File: src/rtl/majority_bist_pkg.sv
// Shared types and helpers for the majority-circuit self-test engine.
package majority_bist_pkg;

  typedef enum logic [1:0] {
    IDLE,
    SETTLE,
    CHECK,
    DONE
  } state_t;

  localparam int unsigned NUM_VECTORS = 8;
  localparam logic [2:0]  LAST_VEC    = 3'b111;

  function automatic logic maj3(input logic a, input logic b, input logic c);
    return (a & b) | (a & c) | (b & c);
  endfunction

endpackage

File: src/rtl/majority_bist_if.sv
// Stimulus/response and result signals between the BIST engine and the lab board.
interface majority_bist_if;
  logic       start;
  logic       abort;
  logic       A;
  logic       B;
  logic       C;
  logic       F;
  logic       busy;
  logic       done;
  logic       pass;
  logic [3:0] fail_count;
  logic [2:0] first_fail_vec;
  logic       first_fail_valid;

  // master: the board/controller side that drives start/abort and returns F
  modport master (
    output start, abort, F,
    input  A, B, C, busy, done, pass, fail_count, first_fail_vec, first_fail_valid
  );

  modport slave (
    input  start, abort, F,
    output A, B, C, busy, done, pass, fail_count, first_fail_vec, first_fail_valid
  );
endinterface

File: src/rtl/majority_golden.sv
// Combinational golden reference for the circuit under test.
module majority_golden
  import majority_bist_pkg::*;
(
  input  logic a,
  input  logic b,
  input  logic c,
  output logic f_exp
);

  assign f_exp = maj3(a, b, c);

endmodule

File: src/rtl/majority_bist.sv
// BIST engine: walks {A,B,C} through 000..111, samples F after a settle interval
// and compares it with the golden majority function.
module majority_bist
  import majority_bist_pkg::*;
#(
  parameter int SETTLE_CYCLES = 2
) (
  input  logic           clk,
  input  logic           rst_n,
  majority_bist_if.slave bus
);

  if (SETTLE_CYCLES < 1 || SETTLE_CYCLES > 15) begin : g_bad_settle
    $error("majority_bist: SETTLE_CYCLES must be in 1..15");
  end
  if (LAST_VEC != 3'(NUM_VECTORS - 1)) begin : g_bad_vec
    $error("majority_bist: LAST_VEC inconsistent with NUM_VECTORS");
  end

  localparam logic [3:0] RELOAD = 4'(SETTLE_CYCLES - 1);

  state_t     state_q;
  state_t     state_d;
  logic [2:0] vec_q;
  logic [3:0] cnt_q;
  logic [3:0] fail_count_q;
  logic [3:0] fail_count_nx;
  logic [2:0] first_fail_vec_q;
  logic       first_fail_valid_q;
  logic       pass_q;
  logic       f_exp;
  logic       mismatch;

  majority_golden u_golden (
    .a     (vec_q[2]),
    .b     (vec_q[1]),
    .c     (vec_q[0]),
    .f_exp (f_exp)
  );

  assign mismatch      = (state_q == CHECK) && (bus.F != f_exp);
  assign fail_count_nx = fail_count_q + 4'(mismatch);

  always_ff @(posedge clk or negedge rst_n) begin
    if (!rst_n) begin
      state_q <= IDLE;
    end else begin
      state_q <= state_d;
    end
  end

  always_comb begin
    state_d = state_q;
    if (bus.abort) begin
      state_d = IDLE;
    end else begin
      case (state_q)
        IDLE, DONE: if (bus.start) state_d = SETTLE;
        SETTLE:     if (cnt_q == '0) state_d = CHECK;
        CHECK:      state_d = (vec_q == LAST_VEC) ? DONE : SETTLE;
        default:    state_d = IDLE;
      endcase
    end
  end

  always_ff @(posedge clk or negedge rst_n) begin
    if (!rst_n) begin
      vec_q              <= '0;
      cnt_q              <= '0;
      fail_count_q       <= '0;
      first_fail_vec_q   <= '0;
      first_fail_valid_q <= 1'b0;
      pass_q             <= 1'b0;
    end else if (bus.abort) begin
      vec_q              <= '0;
      cnt_q              <= '0;
      fail_count_q       <= '0;
      first_fail_vec_q   <= '0;
      first_fail_valid_q <= 1'b0;
      pass_q             <= 1'b0;
    end else begin
      case (state_q)
        IDLE, DONE: begin
          if (bus.start) begin
            vec_q              <= '0;
            cnt_q              <= RELOAD;
            fail_count_q       <= '0;
            first_fail_vec_q   <= '0;
            first_fail_valid_q <= 1'b0;
            pass_q             <= 1'b0;
          end
        end
        SETTLE: begin
          if (cnt_q != '0) cnt_q <= cnt_q - 4'd1;
        end
        CHECK: begin
          fail_count_q <= fail_count_nx;
          if (mismatch && !first_fail_valid_q) begin
            first_fail_vec_q   <= vec_q;
            first_fail_valid_q <= 1'b1;
          end
          // pass uses the post-check count so the last vector is included
          if (vec_q == LAST_VEC) begin
            pass_q <= (fail_count_nx == '0);
          end else begin
            vec_q <= vec_q + 3'd1;
            cnt_q <= RELOAD;
          end
        end
        default: ;
      endcase
    end
  end

  always_comb begin
    bus.busy             = (state_q == SETTLE) || (state_q == CHECK);
    bus.done             = (state_q == DONE);
    bus.pass             = pass_q;
    bus.A                = vec_q[2];
    bus.B                = vec_q[1];
    bus.C                = vec_q[0];
    bus.fail_count       = fail_count_q;
    bus.first_fail_vec   = first_fail_vec_q;
    bus.first_fail_valid = first_fail_valid_q;
  end

endmodule

File: src/flat_wrapper.sv
// flat-port wrapper written by rule: the top's interface ports become plain ports
module majority_bist_flat import majority_bist_pkg::*;
#(
  parameter int SETTLE_CYCLES = 2
)
  (clk, rst_n, bus_start, bus_abort, bus_F, bus_A, bus_B, bus_C, bus_busy, bus_done, bus_pass, bus_fail_count, bus_first_fail_vec, bus_first_fail_valid);
  majority_bist_if bus_i ();
  input  logic clk;
  input  logic rst_n;
  input wire logic [$bits(bus_i.start)-1:0] bus_start;
  input wire logic [$bits(bus_i.abort)-1:0] bus_abort;
  input wire logic [$bits(bus_i.F)-1:0] bus_F;
  output wire logic [$bits(bus_i.A)-1:0] bus_A;
  output wire logic [$bits(bus_i.B)-1:0] bus_B;
  output wire logic [$bits(bus_i.C)-1:0] bus_C;
  output wire logic [$bits(bus_i.busy)-1:0] bus_busy;
  output wire logic [$bits(bus_i.done)-1:0] bus_done;
  output wire logic [$bits(bus_i.pass)-1:0] bus_pass;
  output wire logic [$bits(bus_i.fail_count)-1:0] bus_fail_count;
  output wire logic [$bits(bus_i.first_fail_vec)-1:0] bus_first_fail_vec;
  output wire logic [$bits(bus_i.first_fail_valid)-1:0] bus_first_fail_valid;
  assign bus_i.start = bus_start;
  assign bus_i.abort = bus_abort;
  assign bus_i.F = bus_F;
  assign bus_A = bus_i.A;
  assign bus_B = bus_i.B;
  assign bus_C = bus_i.C;
  assign bus_busy = bus_i.busy;
  assign bus_done = bus_i.done;
  assign bus_pass = bus_i.pass;
  assign bus_fail_count = bus_i.fail_count;
  assign bus_first_fail_vec = bus_i.first_fail_vec;
  assign bus_first_fail_valid = bus_i.first_fail_valid;
  majority_bist #(.SETTLE_CYCLES(SETTLE_CYCLES)) u_core (.clk(clk), .rst_n(rst_n), .bus(bus_i));
endmodule
File: config.mk
export PLATFORM = sky130hd
export DESIGN_NAME = majority_bist_flat
export DESIGN_NICKNAME = d
export VERILOG_FILES = /design/src/rtl/majority_bist_pkg.sv /design/src/rtl/majority_bist_if.sv /design/src/rtl/majority_golden.sv /design/src/rtl/majority_bist.sv /design/src/flat_wrapper.sv
export SDC_FILE = /design/constraint.sdc
export NUM_CORES = 1
export LEC_CHECK = 0
export ABC_AREA = 1
export ABC_CLOCK_PERIOD_IN_PS = 2200
export BUFFER_PORTS_ARGS = -buffer_cell sky130_fd_sc_hd__buf_2
export CAP_MARGIN = 40
export CORE_MARGIN = 10
export CORE_UTILIZATION = 49
export DETAILED_ROUTE_END_ITERATION = 8
export HOLD_SLACK_MARGIN = 0.02
export PLACE_DENSITY = 0.8
export SYNTH_ARGS = -nofsm -noshare
export SYNTH_HDL_FRONTEND = slang
export SYNTH_SLANG_ARGS = --single-unit
File: constraint.sdc
create_clock -name clk -period 2.2 [get_ports clk]
set_clock_uncertainty 0.15 [all_clocks]
set_input_delay 0 -clock clk [delete_from_list [all_inputs] [get_ports clk]]
set_output_delay 0 -clock clk [all_outputs]
set_load 0.005 [all_outputs]
==> results.md <==
- Leak Pwr: 0.000768 uW
- Proportion of synthesized chip area in sequential cells: 0.419
- Synth Register Bits: 18
- First-pass GRT wire length: 4020 um
- Final number of max-transition violations: 0
- Filler cells: 178
- Total routing usage reported by global routing: 0.111
- CP arrival: 2120 ps
- Synthesized area divided by synthesized cell count: 8.03 sq um
- Total wire length after detailed routing: 2430 um
- Reg-to-Reg Start: u_core.vec_q[1]
- Via count: 979
- Number of violations of the max-capacitance limit: 0
- Element type at the critical path end: flip-flop
- Fraction of layout cells with a size suffix above 1: 0.301
- Sum of negative setup slack: 0 ps
- Layout Area Growth over Synthesis: 30.7%
- Hold depth: 2
- I/O pin cnt: 19
- Maximum clock insertion buffer count: 2
- Total Nets Final: 182
- Initial antenna violation count: 0
- Hold Crit Start: u_core.bus.first_fail_vec[0]
- Count of unresolved DRC violations after routing: 0
- Post-route setup slack: 152 ps
- Starting density of the core: 0.532
- Later-pin clock latency in the skew report: 290 ps
- Inserted Clock Buffers: 3
- CTS tree: done
- Maximum clock frequency: 488 MHz
- Number of port buffers: 18
- Endpoint, Worst Hold: u_core.bus.first_fail_vec[0]
- Final weighted congestion in routability-driven placement: 0.775
- Critical-path cell list: ha_2 -> inv_2 -> nand3_2 -> nand2_2 -> and2_4 -> inv_2 -> nor2_2 -> ha_4 -> nand3_4 -> xor2_2 -> nand3_2 -> a21oi_2
- Number of hold violations in the final report: 0
- Post-synth cell types: 22
- Yosys synthesis warning count: 0
- Hold Crit Class: reg -> reg
- Cell with the largest stage delay on the worst path: dfrtp_1
- Height of the chip: 66.9 um
- Hpwl dp: 1840 um
- Total nets after synthesis: 149
- Post-route ant nets: 0
- Setup slack of the most critical reg-to-reg path: 150 ps
- # diodes: 0
- Sort of element at the start of the critical path: flip-flop
- Clock transition time at the flip-flop clock pins of the worst setup and hold paths: 100 ps
- Utilization after layout: 0.696
- Crit path buffers/inverters: 2
- Worst Setup Path Type: reg -> reg
- Unrepaired setup endpoints after global routing: false
- Largest net degree at the start of global routing: 11
- VDD IR-drop max: 0.000600 V
- Result of the run: complete, no violations
- Power per standard cell area: 762 nW/um^2
- Overall die area: 4470 sq um
- Largest fanout of any net on the critical path: 5
- Fin crit period: 2050 ps
- Cell type contributing the most total cell area after synthesis: dfrtp_1
- Total grt overflow: 0
- Final cell count without fillers: 193
- Clock tree root buffer cell: clkbuf_4
- Routed len/inst: 12.6 um
- Cell total after placement: 181
- Relative max-transition margin: 0.678
- Worst path top cell family by delay: simple AND/OR/NAND/NOR gates
- Worst stage delay on the critical path: 400 ps
- Endpoint of the worst register-to-register path: u_core.bus.pass
- Placement row count: 16
- Mapped cell area: 1080 sq um
- Stages on worst setup path: 12
- Critical path data required time: 2280 ps
- First drt pass iteration count: 4
- Violation count after the first detailed-routing iteration: 46
- Final clock period utilization by the worst path: 0.931
- Die width: 66.9 um
- Number of global-route vias before repair: 972
- Measured slew at the worst slew-check pin: 481 ps
- Post-synthesis instance total: 134
- Worst Setup Slack post-DPL: 39.0 ps
- Placeable core region: 2020 sq um
- Top area cells in the synthesized netlist: dfrtp_1 (42%), nand2_1 (15%), ha_1 (12%), inv_1 (5.6%), nand3_1 (4.2%)
- Total setup violations reported at the end of the flow: 0
- Depth of the CTS H-tree: 1
- Mean number of vias per cell: 5.07
- Clock Sink Count: 18
- Share of the synthesized area in the top cell type: 0.419
- Depth of the worst register-to-register path: 12
-- flip-flops by register name (all words and copies together), names as in the netlist --
register                     flops
u_core.state_q                   2
u_core.bus.first_fail_valid      1
u_core.bus.pass                  1
u_core.bus.first_fail_vec        3
u_core.vec_q                     3
u_core.cnt_q                     4
u_core.bus.fail_count            4
-- stage by stage --
step	hold slack [ps]	area (sq um)	power [uW]
final	333	1410	1070
after global routing	359	1410	1180
after CTS	39.7	1300	1080
after detailed placement	-197	1210	863
after global placement	-197	1210	835
after floorplan	-446	1080	747
-- final cells by class --
type                            instances  area, sq um  share of cell area
Clock buffer                            4         36.3              0.0258
Sequential cell                        18          450               0.320
Timing Repair Buffer                   28          180               0.128
Tap cell                               27         33.8              0.0240
Inverter                               17         63.8              0.0454
Multi-Input combinational cell         99          642               0.456
-- cell usage in the layout (no fill, tap or decap), types with 2 or more instances in the layout --
cell type | synthesis | layout
buf_2 | 0 | 18
clkbuf_4 | 0 | 3
buf_4 | 0 | 4
o31ai_1 | 2 | 2
nand3_2 | 2 | 4
dfrtp_1 | 18 | 18
nor2_2 | 2 | 4
inv_2 | 1 | 3
nand3_1 | 9 | 6
nand2_1 | 43 | 41
ha_1 | 10 | 7
ha_4 | 0 | 2
dlygate4sd3_1 | 0 | 6
nand4_1 | 4 | 4
nand2_2 | 1 | 3
nor2_1 | 7 | 5
inv_1 | 16 | 14
o21ai_0 | 9 | 9
-- power by group --
group / internal [uW] / leakage [uW] / switching (uW)
logic: 157 / 0.000500 / 291
clock network: 101 / 0.0000210 / 101
registers: 378 / 0.000247 / 44.2
-- what timing repair did --
action	CTS	global route
setup buffers	0	2
hold buffers	5	1
endpoints found under the hold margin	30	1
setup endpoints to repair	0	3
resized for setup	0	18
-- synthesized netlist by cell type (all sizes together) --
cell type  instances
nand2             45
dfrtp             18
and2               1
nand3             11
nand4              4
xor2               2
inv               17
o22ai              1
nor3b              1
xnor2              1
o21ai             10
nand3b             1
nor2               9
ha                10
o31ai              2
a21oi              1
-- tightest hold or removal path: cells and delay by family (launching register included) --
family / cells / cell delay (ps)
and+or+nand+nor: 2 / 110
DFF: 1 / 360
-- how the worst max path moves through the flow --
stage / start / end / slack [ps]
5_1_grt: u_core.vec_q[0] / u_core.bus.pass / 20
4_1_cts: u_core.vec_q[0] / u_core.bus.pass / 5
3_3_place_gp: u_core.vec_q[0] / u_core.bus.fail_count[2] / 150
3_5_place_dp: u_core.vec_q[0] / u_core.bus.pass / 40
6_report: u_core.vec_q[1] / u_core.bus.pass / 150
2_1_floorplan: u_core.vec_q[0] / u_core.bus.pass / 130
-- kinds of logic after synthesis --
logic type | count (synthesis) | synth area share
AO/OA/AOI/OAI | 14 | 0.0744
AND/OR/NAND/NOR | 72 | 0.307
adder cells (fa/ha/maj) | 10 | 0.116
buffers and inverters | 17 | 0.0593
flip-flops | 18 | 0.419
XOR/XNOR | 3 | 0.0244
-- metal layers --
metal / track usage / routed length, um
met2: 0.204 / 1210
met4: 0.0308 / 24
met5: 0 / 0
met1: 0.118 / 1020
met3: 0.0368 / 172
Note: power is estimated with default switching activity, not from simulation.
